## src/rtl/mem_access_ctrl.sv

```systemverilog
// Load/store access controller between the MEM stage and a byte-banked, big-endian data RAM.
// Handles lane selection, store-data placement, load extension/merge, and a ce/ack handshake with timeout.
module mem_access_ctrl #(
    parameter int TIMEOUT = 15
) (
    input  logic        clk,
    input  logic        rst,
    input  logic        req_valid,
    input  logic [3:0]  op,
    input  logic [31:0] addr,
    input  logic [31:0] wdata,
    output logic        stall_req,
    output logic        done,
    output logic [31:0] rdata_out,
    output logic        misalign,
    output logic        bus_err,
    output logic        mem_ce,
    output logic        mem_we,
    output logic [31:0] mem_addr,
    output logic [3:0]  mem_sel,
    output logic [31:0] mem_wdata,
    input  logic [31:0] mem_rdata,
    input  logic        mem_ack
);

    // state  | meaning
    // IDLE   | waiting for a valid, aligned request
    // ACCESS | ce asserted, waiting for ack or timeout
    // RESP   | one-cycle done pulse with result / bus_err
    typedef enum logic [1:0] {IDLE, ACCESS, RESP} state_t;

    localparam int CNT_W = $clog2(TIMEOUT + 1);

    localparam logic [3:0] OP_LB  = 4'd0,  OP_LBU = 4'd1,  OP_LH  = 4'd2,  OP_LHU = 4'd3;
    localparam logic [3:0] OP_LW  = 4'd4,  OP_LWL = 4'd5,  OP_LWR = 4'd6;
    localparam logic [3:0] OP_SB  = 4'd8,  OP_SH  = 4'd9,  OP_SW  = 4'd10;
    localparam logic [3:0] OP_SWL = 4'd11, OP_SWR = 4'd12;

    state_t             state_q, state_d;
    logic [CNT_W-1:0]   cnt_q, cnt_d;
    logic [3:0]         op_q, op_d;
    logic [31:0]        addr_q, addr_d;
    logic [31:0]        wdata_q, wdata_d;
    logic [31:0]        rdata_q, rdata_d;
    logic               err_q, err_d;

    function automatic logic op_is_valid(input logic [3:0] o);
        case (o)
            OP_LB, OP_LBU, OP_LH, OP_LHU, OP_LW, OP_LWL, OP_LWR,
            OP_SB, OP_SH, OP_SW, OP_SWL, OP_SWR: return 1'b1;
            default:                             return 1'b0;
        endcase
    endfunction

    function automatic logic op_is_misaligned(input logic [3:0] o, input logic [1:0] a);
        case (o)
            OP_LH, OP_LHU, OP_SH: return a[0];
            OP_LW, OP_SW:         return |a;
            default:              return 1'b0;
        endcase
    endfunction

    logic req_bad_align;
    logic accept;

    assign req_bad_align = op_is_misaligned(op, addr[1:0]);
    // Gated by rst so nothing combinational leaks out while reset is held.
    assign misalign      = rst & req_valid & req_bad_align;
    assign accept        = rst & req_valid & op_is_valid(op) & ~req_bad_align;

    logic [1:0]  off;
    logic [31:0] ld_shift;
    logic [15:0] ld_half;
    logic [31:0] load_data;
    logic [3:0]  store_sel;
    logic [31:0] store_data;

    assign off      = addr_q[1:0];
    assign ld_shift = mem_rdata >> {~off, 3'b000};
    assign ld_half  = off[1] ? mem_rdata[15:0] : mem_rdata[31:16];

    always_comb begin
        load_data = mem_rdata;
        case (op_q)
            OP_LB:  load_data = {{24{ld_shift[7]}}, ld_shift[7:0]};
            OP_LBU: load_data = {24'b0, ld_shift[7:0]};
            OP_LH:  load_data = {{16{ld_half[15]}}, ld_half};
            OP_LHU: load_data = {16'b0, ld_half};
            OP_LWL: begin
                case (off)
                    2'd0:    load_data = mem_rdata;
                    2'd1:    load_data = {mem_rdata[23:0], wdata_q[7:0]};
                    2'd2:    load_data = {mem_rdata[15:0], wdata_q[15:0]};
                    default: load_data = {mem_rdata[7:0], wdata_q[23:0]};
                endcase
            end
            OP_LWR: begin
                case (off)
                    2'd0:    load_data = {wdata_q[31:8], mem_rdata[31:24]};
                    2'd1:    load_data = {wdata_q[31:16], mem_rdata[31:16]};
                    2'd2:    load_data = {wdata_q[31:24], mem_rdata[31:8]};
                    default: load_data = mem_rdata;
                endcase
            end
            default: load_data = mem_rdata;
        endcase
    end

    always_comb begin
        store_sel  = 4'b1111;
        store_data = wdata_q;
        case (op_q)
            OP_SB: begin
                store_sel  = 4'b1000 >> off;
                store_data = {4{wdata_q[7:0]}};
            end
            OP_SH: begin
                store_sel  = off[1] ? 4'b0011 : 4'b1100;
                store_data = {2{wdata_q[15:0]}};
            end
            OP_SWL: begin
                store_sel  = 4'b1111 >> off;
                store_data = wdata_q >> {off, 3'b000};
            end
            OP_SWR: begin
                store_sel  = 4'b1111 << ~off;
                store_data = wdata_q << {~off, 3'b000};
            end
            default: begin
                store_sel  = 4'b1111;
                store_data = wdata_q;
            end
        endcase
    end

    always_ff @(posedge clk or negedge rst) begin
        if (!rst) begin
            state_q <= IDLE;
            cnt_q   <= '0;
            op_q    <= '0;
            addr_q  <= '0;
            wdata_q <= '0;
            rdata_q <= '0;
            err_q   <= 1'b0;
        end else begin
            state_q <= state_d;
            cnt_q   <= cnt_d;
            op_q    <= op_d;
            addr_q  <= addr_d;
            wdata_q <= wdata_d;
            rdata_q <= rdata_d;
            err_q   <= err_d;
        end
    end

    always_comb begin
        state_d   = state_q;
        cnt_d     = cnt_q;
        op_d      = op_q;
        addr_d    = addr_q;
        wdata_d   = wdata_q;
        rdata_d   = rdata_q;
        err_d     = err_q;
        stall_req = 1'b0;
        done      = 1'b0;
        rdata_out = '0;
        bus_err   = 1'b0;
        mem_ce    = 1'b0;
        mem_we    = 1'b0;
        mem_addr  = '0;
        mem_sel   = '0;
        mem_wdata = '0;

        case (state_q)
            IDLE: begin
                if (accept) begin
                    state_d   = ACCESS;
                    op_d      = op;
                    addr_d    = addr;
                    wdata_d   = wdata;
                    cnt_d     = '0;
                    stall_req = 1'b1;
                end
            end
            ACCESS: begin
                stall_req = 1'b1;
                mem_ce    = 1'b1;
                mem_we    = op_q[3];
                mem_addr  = {addr_q[31:2], 2'b00};
                mem_sel   = op_q[3] ? store_sel : 4'b1111;
                mem_wdata = op_q[3] ? store_data : 32'b0;
                cnt_d     = cnt_q + 1'b1;
                // ack takes priority over a timeout landing in the same cycle
                if (mem_ack) begin
                    state_d = RESP;
                    rdata_d = op_q[3] ? 32'b0 : load_data;
                    err_d   = 1'b0;
                end else if (cnt_q == CNT_W'(TIMEOUT - 1)) begin
                    state_d = RESP;
                    rdata_d = '0;
                    err_d   = 1'b1;
                end
            end
            RESP: begin
                done      = 1'b1;
                rdata_out = rdata_q;
                bus_err   = err_q;
                state_d   = IDLE;
            end
            default: state_d = IDLE;
        endcase
    end

endmodule

```

## config.mk

```make
export PLATFORM = sky130hd
export DESIGN_NAME = mem_access_ctrl
export DESIGN_NICKNAME = d
export VERILOG_FILES = /design/src/rtl/mem_access_ctrl.sv
export SDC_FILE = /design/constraint.sdc
export NUM_CORES = 1
export LEC_CHECK = 0
export ABC_CLOCK_PERIOD_IN_PS = 4520
export BUFFER_PORTS_ARGS = -buffer_cell sky130_fd_sc_hd__buf_4
export CAP_MARGIN = 20
export CORE_ASPECT_RATIO = 1.2
export CORE_MARGIN = 1.5
export CORE_UTILIZATION = 45
export DETAILED_ROUTE_END_ITERATION = 10
export MAX_ROUTING_LAYER = met4
export PLACE_DENSITY = 0.7
export SLEW_MARGIN = 40
export SYNTH_ARGS = -nofsm -noshare
export SYNTH_HDL_FRONTEND = slang
export SYNTH_SLANG_ARGS = --single-unit
```

## constraint.sdc

```tcl
create_clock -name clk -period 4.52 [get_ports clk]
set_clock_uncertainty 0.1 [all_clocks]
set_input_delay 0.452 -clock clk [delete_from_list [all_inputs] [get_ports clk]]
set_output_delay 0.452 -clock clk [all_outputs]
set_load 0.05 [all_outputs]
```

==> run_results.csv <==
group,metric,value,unit
sta,fin_tns_setup,0,ns
worst_setup_path,critical_path_class,"flip-flop to output port",
die,ioPinCount,210,
logic_synthesis,synth_top_area_share,34.28,%
power_and_ir_drop,p_switching,2452,µW
power_and_ir_drop,power.density,537.5,nW/µm²
power_and_ir_drop,finalPower,5289,µW
outcome,status,"complete, no violations",
die,fp.dieW,123.3,µm
cells_and_area,diodes,0,
die,die_h,147.3,µm
worst_setup_path,arrival,3.08,ns
global_route,overflow,0,
detailed_routing,routedWlPerCell,19.14,µm
global_route,grt_pass1_wl,37470,µm
power_and_ir_drop,p_leak,0.004448,µW
detailed_routing,num_vias,7464,
clocking,cts_tree,"done",
sta,max_freq,0.2755,GHz
die,fp.coreArea,16920,µm²
clocking,cts_buffer_depth,2,
flow_run,cap_violations,0,
logic_synthesis,synth-seq-area-share,34.28,%
clocking,cts.clk_slew.worst_paths,0.08,ns
sta,hold_violations,0,
cells_and_area,area_growth,25.99,%
sta,fin_ws,0.8897,ns
placement,gp_congestion,0.9320,
logic_synthesis,ys_top_cells_by_area,"dfrtp_1 34%, mux2_2 15%, mux2i_1 6.2%, nand2_1 5.2%, and2_1 5.2%",
global_route,grt_max_degree,65,
sta,slew-limit-headroom,49.12,%
cells_and_area,fin_util,58.17,%
global_route,track_usage,27.26,%
die,start_util,46.17,%
placement,dpl_worst_slack,1.200,ns
logic_synthesis,synth-async-reset-ratio,100.0,%
worst_hold_path,hp-class,"input pin to async pin",
worst_setup_path,end_kind,"output port",
die,dieArea,18160,µm²
power_and_ir_drop,clock_power_share,15.5,%
detailed_routing,vias_per_cell,5.886,
die,num_rows,52,
worst_setup_path,cp_max_fo,18,
detailed_routing,drt_first_pass_iters,6,
cells_and_area,nets,1153,
worst_setup_path,startpoint_type,"flip-flop",
placement,portBuffers,207,
logic_synthesis,synth_top_area_cell,"dfrtp_1",
placement,post_dp_cell_area,9513,µm²
logic_synthesis,ys_warn_count,0,
detailed_routing,wl,24270,µm
logic_synthesis,synth_edf_count,0,
clocking,post_cts_buffers,0,
logic_synthesis,syn_inst,883,
clocking,cts-root-buf,"clkbuf_16",
power_and_ir_drop,pwr-share-comb,49.1,%
sta,setup_violations,0,
sta,drv_slew,0,
power_and_ir_drop,p_int,2837,µW
detailed_routing,drtIter0Drc,578,
cells_and_area,layout-drive-gt1-share,34.70,%
sta,min_period,3.630,ns
cells_and_area,final_common_cell,"buf_4",
logic_synthesis,syn_area,7810,µm²
cells_and_area,fin_area,9839,µm²
logic_synthesis,ys_seq_elements,107,
sta,final.period_utilization,80.32,%
detailed_routing,ant_nets,0,
logic_synthesis,synth.avg_cell_area,8.845,µm²
global_route,antenna_found_initial,0,
placement,hpwl,17560,µm
clocking,cts.sinks,107,
sta,tightestPinTransition,0.7440,ns
worst_setup_path,required,3.97,ns
clocking,cts_buffers,9,
clocking,cts_resized,0,
power_and_ir_drop,ir_drop,0.0002787,V
logic_synthesis,synthFlopType,"dfrtp_1",
detailed_routing,post-route-drc-count,0,
clocking,h-tree-depth,3,
logic_synthesis,synth.distinct_cells,59,
cells_and_area,most-common-layout-cells,"224 x buf_4, 109 x nand2_1, 104 x dfrtp_1",
power_and_ir_drop,p_seq_share,35.3,%
sta,rsz0062_at_grt,"no",
clocking,ctsHoldBuffers,0,
power_and_ir_drop,sw_frac_of_total,46.37,%
clocking,clk_latency,0.37,ns
global_route,grt_pass1_vias,7039,
-- metrics by stage --
stage / hold slack, ns / std cells
after CTS: 0.08352 / 1268
after floorplan: 0.05641 / 884
final: 0.06848 / 1268
after global placement: 0.3437 / 1251
after detailed placement: 0.3520 / 1252
after global routing: 0.1032 / 1268
-- Yosys cell counts (22+ instances only) --
library cell	instances
a211oi_1	29
a22oi_1	29
and2_1	65
a31oi_1	22
dfrtp_1	107
a21oi_1	43
mux2_2	102
o21ai_0	63
mux2i_1	48
nand2_1	109
nor2_1	51
clkbuf_1	49
-- logic make-up (layout without fill, tap and decap cells) --
family          count (synthesis)  after routing  synth area share, %
simple gates                  291            291                18.25
buf+inv                        83            251                4.550
other cells                     1              2              0.04802
mux                           154            154                22.06
compound gates                241            241                20.03
flops                         107            107                34.28
fa+ha+maj                       3              3               0.4485
xor+xnor                        3              3               0.3365
-- metal layers --
metal	routed length, µm	share of wire (%)	track usage [%]	up-vias
met5	0	0	-	-
met4	544	2.2	8.736	0
met3	2081	8.6	5.435	38
met2	11160	46	40.67	339
met1	10490	43	37.21	3569
li1	-	-	-	3518
-- final timing paths --
kind | start | slack (ns) | end | cells past startpoint
min reg2reg | rdata_q[28]$_DFFE_PN0P_ | 0.37 | rdata_q[28]$_DFFE_PN0P_ | 2
min | rst | 0.07 | addr_q[23]$_DFFE_PN0P_ | 2
min in group clk | mem_ack | 0.17 | err_q$_DFFE_PN0P_ | 2
max in group asynchronous | rst | 3.26 | addr_q[1]$_DFFE_PN0P_ | 3
max reg2reg | addr_q[1]$_DFFE_PN0P_ | 1.37 | rdata_q[5]$_DFFE_PN0P_ | 6
max | op_q[2]$_DFFE_PN0P_ | 0.89 | mem_wdata[9] | 6
-- cell type report --
type                            count  area [µm²]
Clock buffer                        9       225.2
Clock inverter                      7       91.34
Fill cell                        1580        7077
Inverter                            9       33.78
Multi-Input combinational cell    694        4828
Sequential cell                   107        2686
Tap cell                          216       270.3
Timing Repair Buffer              226        1704
-- power by group through the flow --
stage / Combinational (µW) / Sequential [µW] / Clock [µW]
6_report: 2600 / 1870 / 821
5_1_grt: 2810 / 1920 / 879
4_1_cts: 2580 / 1850 / 837
3_5_place_dp: 2570 / 1870 / 0
3_3_place_gp: 2540 / 1850 / 0
2_1_floorplan: 2100 / 1540 / 0
-- critical path, cell delays in order, from the launching register on --
cell and delay, ns:
dfrtp_1 0.60, nand2b_1 0.33, nor2_1 0.64, and3_1 0.44, a222oi_1 0.16, a21oi_1 0.28, buf_4 0.26
-- registers in the layout, summed over array words and instances, names as in the netlist --
| signal | cells |
|---|---|
| wdata_q | 32 |
| rdata_q | 32 |
| cnt_q | 4 |
| addr_q | 32 |
| op_q | 4 |
| state_q | 2 |
| err_q | 1 |
(Power assumes the default switching activity.)
